**config.mk**
```make
export PLATFORM = sky130hd
export DESIGN_NAME = uart_baud_gen_frac
export DESIGN_NICKNAME = d
export VERILOG_FILES = /design/src/rtl/uart_baud_gen_frac.sv
export SDC_FILE = /design/constraint.sdc
export NUM_CORES = 1
export LEC_CHECK = 0
export CAP_MARGIN = 10
export CORE_MARGIN = 5
export CORE_UTILIZATION = 35
export DETAILED_ROUTE_END_ITERATION = 8
export GPL_ROUTABILITY_DRIVEN = 1
export HOLD_SLACK_MARGIN = 0.06
export SLEW_MARGIN = 5
export SYNTH_ARGS = -nofsm -noshare
export SYNTH_HDL_FRONTEND = slang
export SYNTH_SLANG_ARGS = --single-unit
```
**constraint.sdc**
```tcl
create_clock -name Clk -period 5.2 [get_ports Clk]
set_clock_uncertainty 0.15 [all_clocks]
set_input_delay 0.52 -clock Clk [delete_from_list [all_inputs] [get_ports Clk]]
set_output_delay 0.52 -clock Clk [all_outputs]
set_load 0.01 [all_outputs]
```
**src/rtl/uart_baud_gen_frac.sv**
```systemverilog
// Fractional baud-rate generator: oversample tick, mid-bit and bit ticks,
// shadowed divisor reload applied on period boundaries, RX phase re-sync.
module uart_baud_gen_frac #(
  parameter int DIV_W    = 16,
  parameter int FRAC_W   = 4,
  parameter int OSR      = 16,
  parameter int DEF_DIV  = 27,
  parameter int DEF_FRAC = 2,
  localparam int PH_W    = $clog2(OSR)
) (
  input  logic              Clk,
  input  logic              Rst_n,
  input  logic              En,
  input  logic              Sync,
  input  logic              Load,
  input  logic [DIV_W-1:0]  Divisor,
  input  logic [FRAC_W-1:0] Frac,
  output logic              Tick,
  output logic              MidTick,
  output logic              BitTick,
  output logic [PH_W-1:0]   Phase,
  output logic              LoadPend,
  output logic              CfgErr
);

  logic [DIV_W-1:0]  cnt_q, cnt_d;
  logic [FRAC_W-1:0] acc_q, acc_d;
  logic              ext_q, ext_d;
  logic [PH_W-1:0]   phase_q, phase_d;
  logic [DIV_W-1:0]  div_act_q, div_act_d;
  logic [FRAC_W-1:0] frac_act_q, frac_act_d;
  logic [DIV_W-1:0]  shd_div_q, shd_div_d;
  logic [FRAC_W-1:0] shd_frac_q, shd_frac_d;
  logic              pend_q, pend_d;
  logic              tick_q, tick_d;
  logic              mid_q, mid_d;
  logic              bit_q, bit_d;
  logic              err_q, err_d;

  logic [DIV_W:0]    limit;
  logic [DIV_W:0]    cnt_nxt;
  logic [FRAC_W:0]   acc_sum;
  logic              at_end;
  logic              run;
  logic              tick_edge;
  logic              apply;

  always_comb begin
    limit     = {1'b0, div_act_q} + {{DIV_W{1'b0}}, ext_q};
    cnt_nxt   = {1'b0, cnt_q} + {{DIV_W{1'b0}}, 1'b1};
    // >= so a shortened divisor never lets a resumed period run past it
    at_end    = cnt_nxt >= limit;
    run       = En & ~err_q & ~Sync;
    tick_edge = run & at_end;
    apply     = pend_q & (tick_edge | ~En | err_q | Sync);
    acc_sum   = {1'b0, acc_q} + {1'b0, frac_act_q};

    cnt_d      = cnt_q;
    acc_d      = acc_q;
    ext_d      = ext_q;
    phase_d    = phase_q;
    div_act_d  = div_act_q;
    frac_act_d = frac_act_q;
    shd_div_d  = shd_div_q;
    shd_frac_d = shd_frac_q;
    pend_d     = pend_q;
    tick_d     = 1'b0;
    mid_d      = 1'b0;
    bit_d      = 1'b0;

    if (Sync) begin
      cnt_d   = '0;
      acc_d   = '0;
      ext_d   = 1'b0;
      phase_d = '0;
    end else if (run) begin
      if (at_end) begin
        cnt_d   = '0;
        tick_d  = 1'b1;
        mid_d   = phase_q == PH_W'(OSR/2 - 1);
        bit_d   = phase_q == PH_W'(OSR - 1);
        acc_d   = acc_sum[FRAC_W-1:0];
        ext_d   = acc_sum[FRAC_W];
        phase_d = bit_d ? '0 : phase_q + PH_W'(1);
      end else begin
        cnt_d = cnt_nxt[DIV_W-1:0];
      end
    end

    if (apply) begin
      div_act_d  = shd_div_q;
      frac_act_d = shd_frac_q;
      pend_d     = 1'b0;
    end

    if (Load) begin
      shd_div_d  = Divisor;
      shd_frac_d = Frac;
      pend_d     = 1'b1;
    end

    err_d = div_act_d < DIV_W'(2);
    if (err_d) begin
      cnt_d   = '0;
      phase_d = '0;
    end
  end

  always_ff @(posedge Clk or negedge Rst_n) begin
    if (!Rst_n) begin
      cnt_q      <= '0;
      acc_q      <= '0;
      ext_q      <= 1'b0;
      phase_q    <= '0;
      div_act_q  <= DIV_W'(DEF_DIV);
      frac_act_q <= FRAC_W'(DEF_FRAC);
      shd_div_q  <= DIV_W'(DEF_DIV);
      shd_frac_q <= FRAC_W'(DEF_FRAC);
      pend_q     <= 1'b0;
      tick_q     <= 1'b0;
      mid_q      <= 1'b0;
      bit_q      <= 1'b0;
      err_q      <= 1'b0;
    end else begin
      cnt_q      <= cnt_d;
      acc_q      <= acc_d;
      ext_q      <= ext_d;
      phase_q    <= phase_d;
      div_act_q  <= div_act_d;
      frac_act_q <= frac_act_d;
      shd_div_q  <= shd_div_d;
      shd_frac_q <= shd_frac_d;
      pend_q     <= pend_d;
      tick_q     <= tick_d;
      mid_q      <= mid_d;
      bit_q      <= bit_d;
      err_q      <= err_d;
    end
  end

  assign Tick     = tick_q;
  assign MidTick  = mid_q;
  assign BitTick  = bit_q;
  assign Phase    = phase_q;
  assign LoadPend = pend_q;
  assign CfgErr   = err_q;

endmodule

```
==> results of run 1 <==
-- cell families (layout without fill, tap and decap cells) --
group                    count (synthesis)  in the layout  share of synthesized area (%)
adder cells (fa/ha/maj)                 26             26                           8.24
AO/OA/AOI/OAI                           64             64                           11.9
AND/OR/NAND/NOR                        114            114                           16.2
multiplexers                            41             41                           11.4
XOR/XNOR                                27             27                           5.85
buffers and inverters                   17             56                           2.79
flip-flops                              70             70                           43.7
-- cells in the mapped netlist, types with 3 or more instances --
cell type and n:
and3_1 7, nor3_1 16, nor2_1 10, nand3_1 21, mux2_2 40, buf_6 6
a211oi_1 5, buf_2 3, xnor2_1 16, dfstp_2 10, nor2b_1 6, o21ai_1 4
a21o_1 3, o21ai_0 11, ha_1 25, nand2b_1 3, a2111oi_4 3, dfrtp_1 60
nand4_1 8, a21oi_1 17, nand2_1 18, xor2_1 11, and4_1 3, clkbuf_1 5
nor4_1 8, or2_2 3, a22oi_1 10
-- power by group through the flow --
stage / Sequential [mW] / Clock (mW) / Combinational [mW]
CTS: 0.657 / 0.613 / 0.179
global placement: 0.665 / 0 / 0.171
global route: 0.666 / 0.639 / 0.198
floorplan: 0.646 / 0 / 0.128
finish: 0.658 / 0.601 / 0.176
detailed placement: 0.667 / 0 / 0.177
-- worst paths after layout --
kind | startpoint | slack (ns) | endpoint | cells after the start
hold / removal | Rst_n | 0.25 | shd_frac_q[2] | 2
max in group asynchronous | Rst_n | 4.07 | cnt_q[8] | 2
setup / recovery | div_act_q[0] | 0.79 | div_act_q[9] | 13
min in group Clk | shd_frac_q[3] | 0.36 | shd_frac_q[3] | 1
setup reg to reg | div_act_q[0] | 0.79 | div_act_q[9] | 13
hold reg to reg | shd_frac_q[3] | 0.36 | shd_frac_q[3] | 1
-- layer usage --
layer / vias to the layer above / wire, µm / GRT usage (%)
li1: 1406 / - / -
met1: 1416 / 4220 / 18.0
met2: 54 / 3880 / 19.8
met3: 11 / 298 / 2.60
met4: 0 / 104 / 3.63
met5: - / 0 / 0
-- flip-flops by register name (all words and copies together), names as in the netlist, 4 cells and up --
register,count
frac_act_q,4
cnt_q,16
shd_frac_q,4
Phase,4
shd_div_q,16
acc_q,4
div_act_q,16
-- layout by cell type, fill, tap and decap left out, drive strengths merged, types with 10 or more instances in the layout --
| cell type | Yosys | routed |
|---|---|---|
| o21ai | 15 | 15 |
| xor2 | 11 | 11 |
| clkdlybuf4s50 | 0 | 32 |
| nor4 | 10 | 10 |
| a21oi | 18 | 18 |
| a22oi | 10 | 10 |
| nand3 | 21 | 21 |
| clkbuf | 5 | 10 |
| xnor2 | 16 | 16 |
| ha | 25 | 25 |
| nor3 | 16 | 16 |
| mux2 | 40 | 40 |
| nor2 | 11 | 11 |
| dfstp | 10 | 10 |
| nand2 | 18 | 18 |
| dfrtp | 60 | 60 |
-- layout make-up --
cell class / count / area (µm²)
inverter: 2 / 7.51
sequential: 70 / 1760
fill: 1095 / 6600
clock inverter: 6 / 62.6
multi-input combinational: 272 / 2160
clock buffer: 10 / 229
timing repair buffer: 38 / 363
tap: 143 / 179
-- per-stage QoR --
stage / setup WS (ns) / cell area, µm²
floorplan: 1.57 / 4040
global placement: 0.950 / 4480
detailed placement: 0.859 / 4480
CTS: 0.820 / 4770
global route: 0.475 / 4770
finish: 0.786 / 4770
-- critical path, stage by stage (launching register included) --
cell and delay [ns]:
dfstp_2 0.52, ha_1 0.17, and3_1 0.15, nand3_1 0.14
nor3_1 0.44, nand3_1 0.15, xor2_1 0.16, ha_1 0.30
and4_1 0.23, and4bb_4 0.21, a2111oi_4 0.35, o21ai_1 0.22
nand2_1 0.67, mux2_2 0.41
==> key figures, run 1 <==
Routing
  • Post-route ant nets: 0
  • Final WL: 8500 µm
  • Remaining DRCs: 0
  • Pre-antenna DRT Iters: 4
  • Drt wl/cell: 15.7 µm
  • Routed vias/inst: 5.34
  • Initial drt markers: 73
  • DR vias: 2887

Clocking
  • CTS H-tree depth: 3
  • CTS tree: yes
  • CTS Buffer Depth: 2
  • PostCTS Resize Cnt: 0
  • Clk Latency, worst-skew pair: 0.33 ns
  • Clock transition at path regs: 0.06 ns
  • Postcts setup bufs: 0
  • Clock root cell: clkbuf_16
  • TritonCTS Buffers: 9
  • # hold bufs at CTS: 0
  • Clock sinks: 70

STA
  • Max Freq: 227 MHz
  • Fin. max-slew vios: 0
  • Setup_tns: 0 ns
  • Final setup violating endpoints: 0
  • Tmin final: 4.41 ns
  • WHS: 0.246 ns
  • Least-Margin Pin Slew: 0.959 ns
  • Relative slew slack: 35.8%
  • RSZ-0062 raised after global routing: no
  • Hold Fails Final Rpt: 0
  • Final period util: 84.9%

Global route
  • Grt total ovfl: 0
  • GR Util All Layers: 12.7%
  • Global-route wire length before repair: 14800 µm
  • Initial antenna violation count: 0
  • Largest net degree at the start of global routing: 71
  • Vias in the first global route: 3002

Placement
  • IO Port Bufs: 33
  • DP Wirelength: 6120 µm
  • GPL Wtd Cong: 0.786
  • Placed insts: 525

Worst setup path
  • Critical path endpoint category: register
  • CP Data Arrival Time: 4.47 ns
  • CP max FO: 20
  • CP startpoint kind: register
  • CP required: 5.26 ns
  • Critical path class: reg2reg

Pwr
  • Sw frac: 25.6%
  • Register share of total power: 45.9%
  • Net Sw Power: 0.368 mW
  • Peak VDD IR: 0.174 mV
  • Power per cell area: 301 nW/µm²
  • Pleak: 1.96 nW
  • Pwr Total: 1.43 mW
  • Clock power frac: 41.9%
  • Comb pwr share: 12.3%
  • Int Pwr: 1.07 mW

Synthesis
  • Mapped cell area: 4040 µm²
  • Yosys warnings: 0
  • Cells after Synth: 359
  • Synth top area cells: dfrtp_1, mux2_2, ha_1
  • Syn Area/Cell: 11.3 µm²
  • Sequential share of the synthesized area: 43.7%
  • Ys flop type: dfrtp_1
  • Post-synth EDFFs: 0
  • FF+latch count, synth: 70
  • Ys async rst share: 100%
  • Synth cell types: 48
  • Top-area cell type share of the netlist area: 37.2%
  • Syn nets: 410
  • Cell taking the most area after synthesis: dfrtp_1

Outcome
  • Status: complete, no violations

Final layout
  • Area Growth Syn to Fin: 18.0%
  • Nets: 444
  • Non-Filler Instances: 541
  • Ant diodes: 0
  • Layout cells sized above 1: 21.1%
  • Util after Layout: 41.9%

Min path
  • Worst Hold Class: in2async

Die
  • Starting Density: 35.5%
  • Core ar.: 11400 µm²
  • Die H: 117 µm
  • I/O pin total: 34
  • Core Rows: 39
  • Die Area: 13800 µm²
  • Chip Width: 117 µm

Run
  • Max cap viols: 0
Note: power is estimated with default switching activity, not from simulation.
==> run 2: changes to the inputs <==
==> constraint.sdc (replaced) <==
create_clock -name Clk -period 4.1 [get_ports Clk]
set_clock_uncertainty 0.15 [all_clocks]
set_input_delay 0.41 -clock Clk [delete_from_list [all_inputs] [get_ports Clk]]
set_output_delay 0.41 -clock Clk [all_outputs]
set_load 0.01 [all_outputs]
==> run 2 against run 1 <==
  * Hold slack improved by 0.11 ns
  * Register-to-register slack got worse by 0.62 ns
  * Maximum frequency increased by 12%
  * Sequential share of layout area decreased by 1.1 points
  * Flip-flop and latch count unchanged
==> key figures, run 2 (synthesized netlist as in run 1, its figures left out) <==
Pwr
  • Power per cell area: 386 nW/µm²
  • Comb pwr share: 12.2%
  • Clock power frac: 43.9%
  • Int Pwr: 1.44 mW
  • Register share of total power: 43.9%
  • Peak VDD IR: 0.282 mV
  • Net Sw Power: 0.459 mW
  • Pleak: 2.04 nW
  • Sw frac: 24.2%

STA
  • Setup_tns: 0 ns
  • Least-Margin Pin Slew: 0.956 ns
  • Max Freq: 254 MHz
  • Relative slew slack: 36.0%
  • Hold Fails Final Rpt: 0
  • WHS: 0.357 ns
  • Fin. max-slew vios: 0
  • Setup ws final: 0.163 ns
  • Tmin final: 3.94 ns
  • Final period util: 96.0%
  • Final setup violating endpoints: 0

Outcome
  • Status: complete, no violations

Worst setup path
  • RR Endpoint: div_act_q[9]
  • CP max FO: 20
  • CP Data Arrival Time: 4.00 ns
  • Worst-path cell chain: ha_1 -> ha_1 -> and3_4 -> nand4_1 -> nor2_1 -> and2_4 -> xnor2_1 -> ha_1 -> and4_1 -> and4bb_4 -> a2111oi_4 -> o21ai_2 -> nand2_1 -> buf_12 -> mux2_2
  • R2R Path Start: div_act_q[0]
  • Worst reg2reg path depth: 15
  • Slowest CP cell: dfstp_2
  • CP most frequent cell: ha_1
  • R2R setup slack: 0.16 ns
  • Critical path endpoint category: register
  • CP required: 4.17 ns
  • CP startpoint kind: register
  • Crit-path max cell delay: 0.52 ns
  • Worst Setup SP: div_act_q[0]
  • Buf/Inv on CP: 1
  • Critical path class: reg2reg
  • Cell family with most CP delay: simple AND/OR/NAND/NOR gates

Die
  • Starting Density: 35.5%
  • Chip Width: 117 µm
  • Die Area: 13800 µm²
  • Core ar.: 11400 µm²
  • I/O pin total: 34
  • Core Rows: 39
  • Die H: 117 µm

Run
  • Max cap viols: 0

Global route
  • Initial antenna violation count: 0
  • Vias in the first global route: 2896
  • GR Util All Layers: 12.9%
  • Grt total ovfl: 0
  • Largest net degree at the start of global routing: 40
  • Global-route wire length before repair: 14600 µm

Routing
  • Pre-antenna DRT Iters: 4
  • Post-route ant nets: 0
  • Drt wl/cell: 15.7 µm
  • Final WL: 8660 µm
  • Initial drt markers: 111
  • DR vias: 2934
  • Routed vias/inst: 5.33
  • Remaining DRCs: 0

Clocking
  • Clk Latency, worst-skew pair: 0.33 ns
  • CTS Buffer Depth: 2
  • TritonCTS Buffers: 9
  • Clock sinks: 70
  • CTS tree: yes
  • Clock root cell: clkbuf_16
  • CTS H-tree depth: 3
  • Clock transition at path regs: 0.06 ns

Min path
  • Hold path start: shd_frac_q[2]
  • Hold Path Sink: frac_act_q[2]
  • Worst Hold Class: reg2reg
  • Hold Path Stages: 1

Final layout
  • # fillers: 1079
  • Biggest regs: cnt_q x16, div_act_q x16, shd_div_q x16
  • FF+latch area: 1760 µm²
  • Area Growth Syn to Fin: 21.7%
  • Most frequent cells in the layout: dfrtp_1, mux2_2, clkdlybuf4s50_1
  • Util after Layout: 43.3%
  • Commonest non-fill, non-tap cell in the layout: dfrtp_1
  • Layout cells sized above 1: 23.6%
  • Area of the multi-input gates: 2190 µm²
  • Ant diodes: 0
  • Design area: 4920 µm²
  • Nets: 453

Placement
  • Post-DP Area: 4550 µm²
  • GPL Wtd Cong: 0.874
  • Dpl ws: -0.0482 ns
  • IO Port Bufs: 33
  • DP Wirelength: 6390 µm
[run 2: power groups by stage]
stage	Clock [mW]	Sequential, mW	Combinational [mW]
3_5_place_dp	0	0.846	0.230
4_1_cts	0.852	0.834	0.232
5_1_grt	0.879	0.846	0.258
6_report	0.833	0.833	0.232
3_3_place_gp	0	0.844	0.222
2_1_floorplan	0	0.819	0.162
[run 2: worst reg2reg max path: stages, from the launching register on]
cell and delay [ns]:
dfstp_2 0.52, ha_1 0.18, ha_1 0.19, and3_4 0.21, nand4_1 0.15, nor2_1 0.17
and2_4 0.17, xnor2_1 0.12, ha_1 0.27, and4_1 0.22, and4bb_4 0.22, a2111oi_4 0.40
o21ai_2 0.17, nand2_1 0.15, buf_12 0.17, mux2_2 0.35
[run 2: cell type report]
cell class / instances / area share, %
timing repair buffer: 47 / 9.46
tap: 143 / 3.64
clock buffer: 12 / 5.01
sequential: 70 / 35.9
multi-input combinational: 272 / 44.4
clock inverter: 4 / 1.42
inverter: 2 / 0.153
[run 2: routing by layer]
metal / vias up / part of all wire (%) / track usage (%)
met5: - / 0 / 0
met4: 0 / 1.7 / 4.13
met3: 13 / 3.1 / 3.13
met2: 50 / 47 / 19.7
met1: 1438 / 48 / 17.9
li1: 1433 / - / -
[run 2: what timing repair did]
action,4_1_cts,5_1_grt
endpoints found under the hold margin,29,0
hold buffers,1,0
setup buffers,0,1
resized for setup,1,7
pin swaps,0,1
setup endpoints to repair,15,40
[run 2: metrics by stage]
step                power (mW)  instances
global route              1.98        550
detailed placement        1.08        532
CTS                       1.92        549
finish                    1.90        550
global placement          1.07        532
floorplan                0.982        359
[run 2: how the worst max path moves through the flow]
| stage | end | cells past startpoint |
|---|---|---|
| finish | div_act_q[9] | 15 |
| global placement | cnt_q[4] | 13 |
| global route | div_act_q[14] | 15 |
| CTS | div_act_q[9] | 15 |
| detailed placement | cnt_q[13] | 13 |
| floorplan | div_act_q[10] | 14 |
==> run 3: changes to the inputs <==
--- a/config.mk
+++ b/config.mk
@@ -8,6 +8,7 @@
 export CAP_MARGIN = 10
 export CORE_MARGIN = 5
 export CORE_UTILIZATION = 35
+export CTS_BUF_LIST = sky130_fd_sc_hd__clkbuf_4 sky130_fd_sc_hd__clkbuf_8
 export DETAILED_ROUTE_END_ITERATION = 8
 export GPL_ROUTABILITY_DRIVEN = 1
 export HOLD_SLACK_MARGIN = 0.06
==> run 3 against run 2 <==
  * First-iteration DRC count up 12%
  * Hold slack worse by 0.0018 ns
  * Die area unchanged
==> key figures, run 3 (synthesized netlist as in run 1, its figures left out) <==
Pwr
  • Clock power frac: 37.0%
  • Power per cell area: 350 nW/µm²
  • Pleak: 2.00 nW
  • Peak VDD IR: 0.210 mV
  • Comb pwr share: 13.7%
  • Sw frac: 25.3%
  • Register share of total power: 49.3%
  • Pwr Total: 1.69 mW
  • Net Sw Power: 0.426 mW
  • Int Pwr: 1.26 mW

Die
  • Die H: 117 µm
  • Chip Width: 117 µm
  • I/O pin total: 34
  • Core Rows: 39
  • Die Area: 13800 µm²
  • Starting Density: 35.5%
  • Core ar.: 11400 µm²

Placement
  • GPL Wtd Cong: 0.874
  • DP Wirelength: 6390 µm
  • IO Port Bufs: 33
  • Placed insts: 532

Global route
  • GR Util All Layers: 12.8%
  • Global-route wire length before repair: 14500 µm
  • GRT met1 Usage: 17.9%
  • Largest net degree at the start of global routing: 40
  • Grt total ovfl: 0
  • Vias in the first global route: 2895
  • Met3 usage: 3.13%
  • Met2 usage: 19.8%
  • Gr busiest metal: met2
  • Initial antenna violation count: 0

STA
  • Setup_tns: 0 ns
  • WHS: 0.356 ns
  • Hold Fails Final Rpt: 0
  • Least-Margin Pin Slew: 1.01 ns
  • Max Freq: 256 MHz
  • Tmin final: 3.90 ns
  • Fin. max-slew vios: 0
  • Final setup violating endpoints: 0
  • Final period util: 95.2%
  • Relative slew slack: 32.6%

Routing
  • Drt wl/cell: 15.7 µm
  • Post-route ant nets: 0
  • Pre-antenna DRT Iters: 4
  • Initial drt markers: 124
  • Remaining DRCs: 0
  • Routed vias/inst: 5.28
  • DR vias: 2906
  • Final WL: 8620 µm

Min path
  • Worst Hold Class: reg2reg

Final layout
  • Most frequent cells in the layout: dfrtp_1, mux2_2, clkdlybuf4s50_1
  • Non-Filler Instances: 550
  • Area Growth Syn to Fin: 19.3%
  • Ant diodes: 0
  • Commonest non-fill, non-tap cell in the layout: dfrtp_1
  • Layout cells sized above 1: 23.8%
  • Biggest regs: cnt_q x16, div_act_q x16, shd_div_q x16
  • Nets: 453

Worst setup path
  • CP startpoint kind: register
  • CP required: 4.18 ns
  • CP Data Arrival Time: 3.98 ns
  • Critical path endpoint category: register
  • Critical path class: reg2reg
  • CP max FO: 20

Run
  • Max cap viols: 0

Clocking
  • Clock transition at path regs: 0.08 ns
  • Clock sinks: 70
  • TritonCTS Buffers: 9
  • CTS H-tree depth: 3
  • CTS Buffer Depth: 2
  • CTS tree: yes
  • Clock root cell: clkbuf_8
  • Clk Latency, worst-skew pair: 0.35 ns

Outcome
  • Status: complete, no violations
-- run 3: per-stage QoR --
step                instance area, µm²  setup slack (ns)  util [%]
floorplan                         4040             0.473         -
global placement                  4550             0.101      40.1
detailed placement                4550           -0.0482      40.1
CTS                               4790            0.0949      42.1
global route                      4820           -0.0223      42.4
finish                            4820             0.197      42.4
-- run 3: layout make-up --
type / instances / area (µm²)
Fill cell: 1087 / 6550
Multi-Input combinational cell: 272 / 2180
Sequential cell: 70 / 1760
Timing Repair Buffer: 47 / 462
Tap cell: 143 / 179
Clock buffer: 12 / 153
Clock inverter: 4 / 70.1
Inverter: 2 / 7.51
-- run 3: path summary, 6_finish.rpt --
kind	endpoint	slack, ns	start	cells after the start
max	div_act_q[9]	0.20	div_act_q[0]	15
min	frac_act_q[3]	0.36	shd_frac_q[3]	1
max reg2reg	div_act_q[9]	0.20	div_act_q[0]	15
min reg2reg	frac_act_q[3]	0.36	shd_frac_q[3]	1
max in group asynchronous	div_act_q[4]	2.31	Rst_n	3
min in group asynchronous	shd_frac_q[0]	0.50	Rst_n	2
-- run 3: what timing repair did --
action	CTS	global route
hold endpoints to repair	29	0
endpoints found under the setup margin	15	40
pin swaps	0	1
gates resized for setup	1	5
hold buffers	1	0
cloned	0	0
buffers inserted	0	1
-- run 3: power by group through the flow --
stage / Combinational, mW / Sequential (mW) / Clock, mW
2_1_floorplan: 0.162 / 0.819 / 0
3_3_place_gp: 0.222 / 0.844 / 0
3_5_place_dp: 0.230 / 0.846 / 0
4_1_cts: 0.232 / 0.832 / 0.646
5_1_grt: 0.258 / 0.844 / 0.672
6_report: 0.231 / 0.832 / 0.625
-- run 3: worst max-delay path, stage by stage (launching register included) --
cell and delay (ns):
dfstp_2 0.53, ha_1 0.18, ha_1 0.19, and3_4 0.21, nand4_1 0.15, nor2_1 0.15, and2_1 0.18, xnor2_1 0.12
ha_1 0.26, and4_1 0.22, and4bb_4 0.22, a2111oi_4 0.40, o21ai_2 0.17, nand2_1 0.15, buf_12 0.17, mux2_2 0.34
-- run 3: routing by layer --
layer / vias up / share of wire [%]
met3: 2 / 4.0
met4: 0 / 0.37
li1: 1423 / -
met5: - / 0
met2: 55 / 48
met1: 1426 / 47
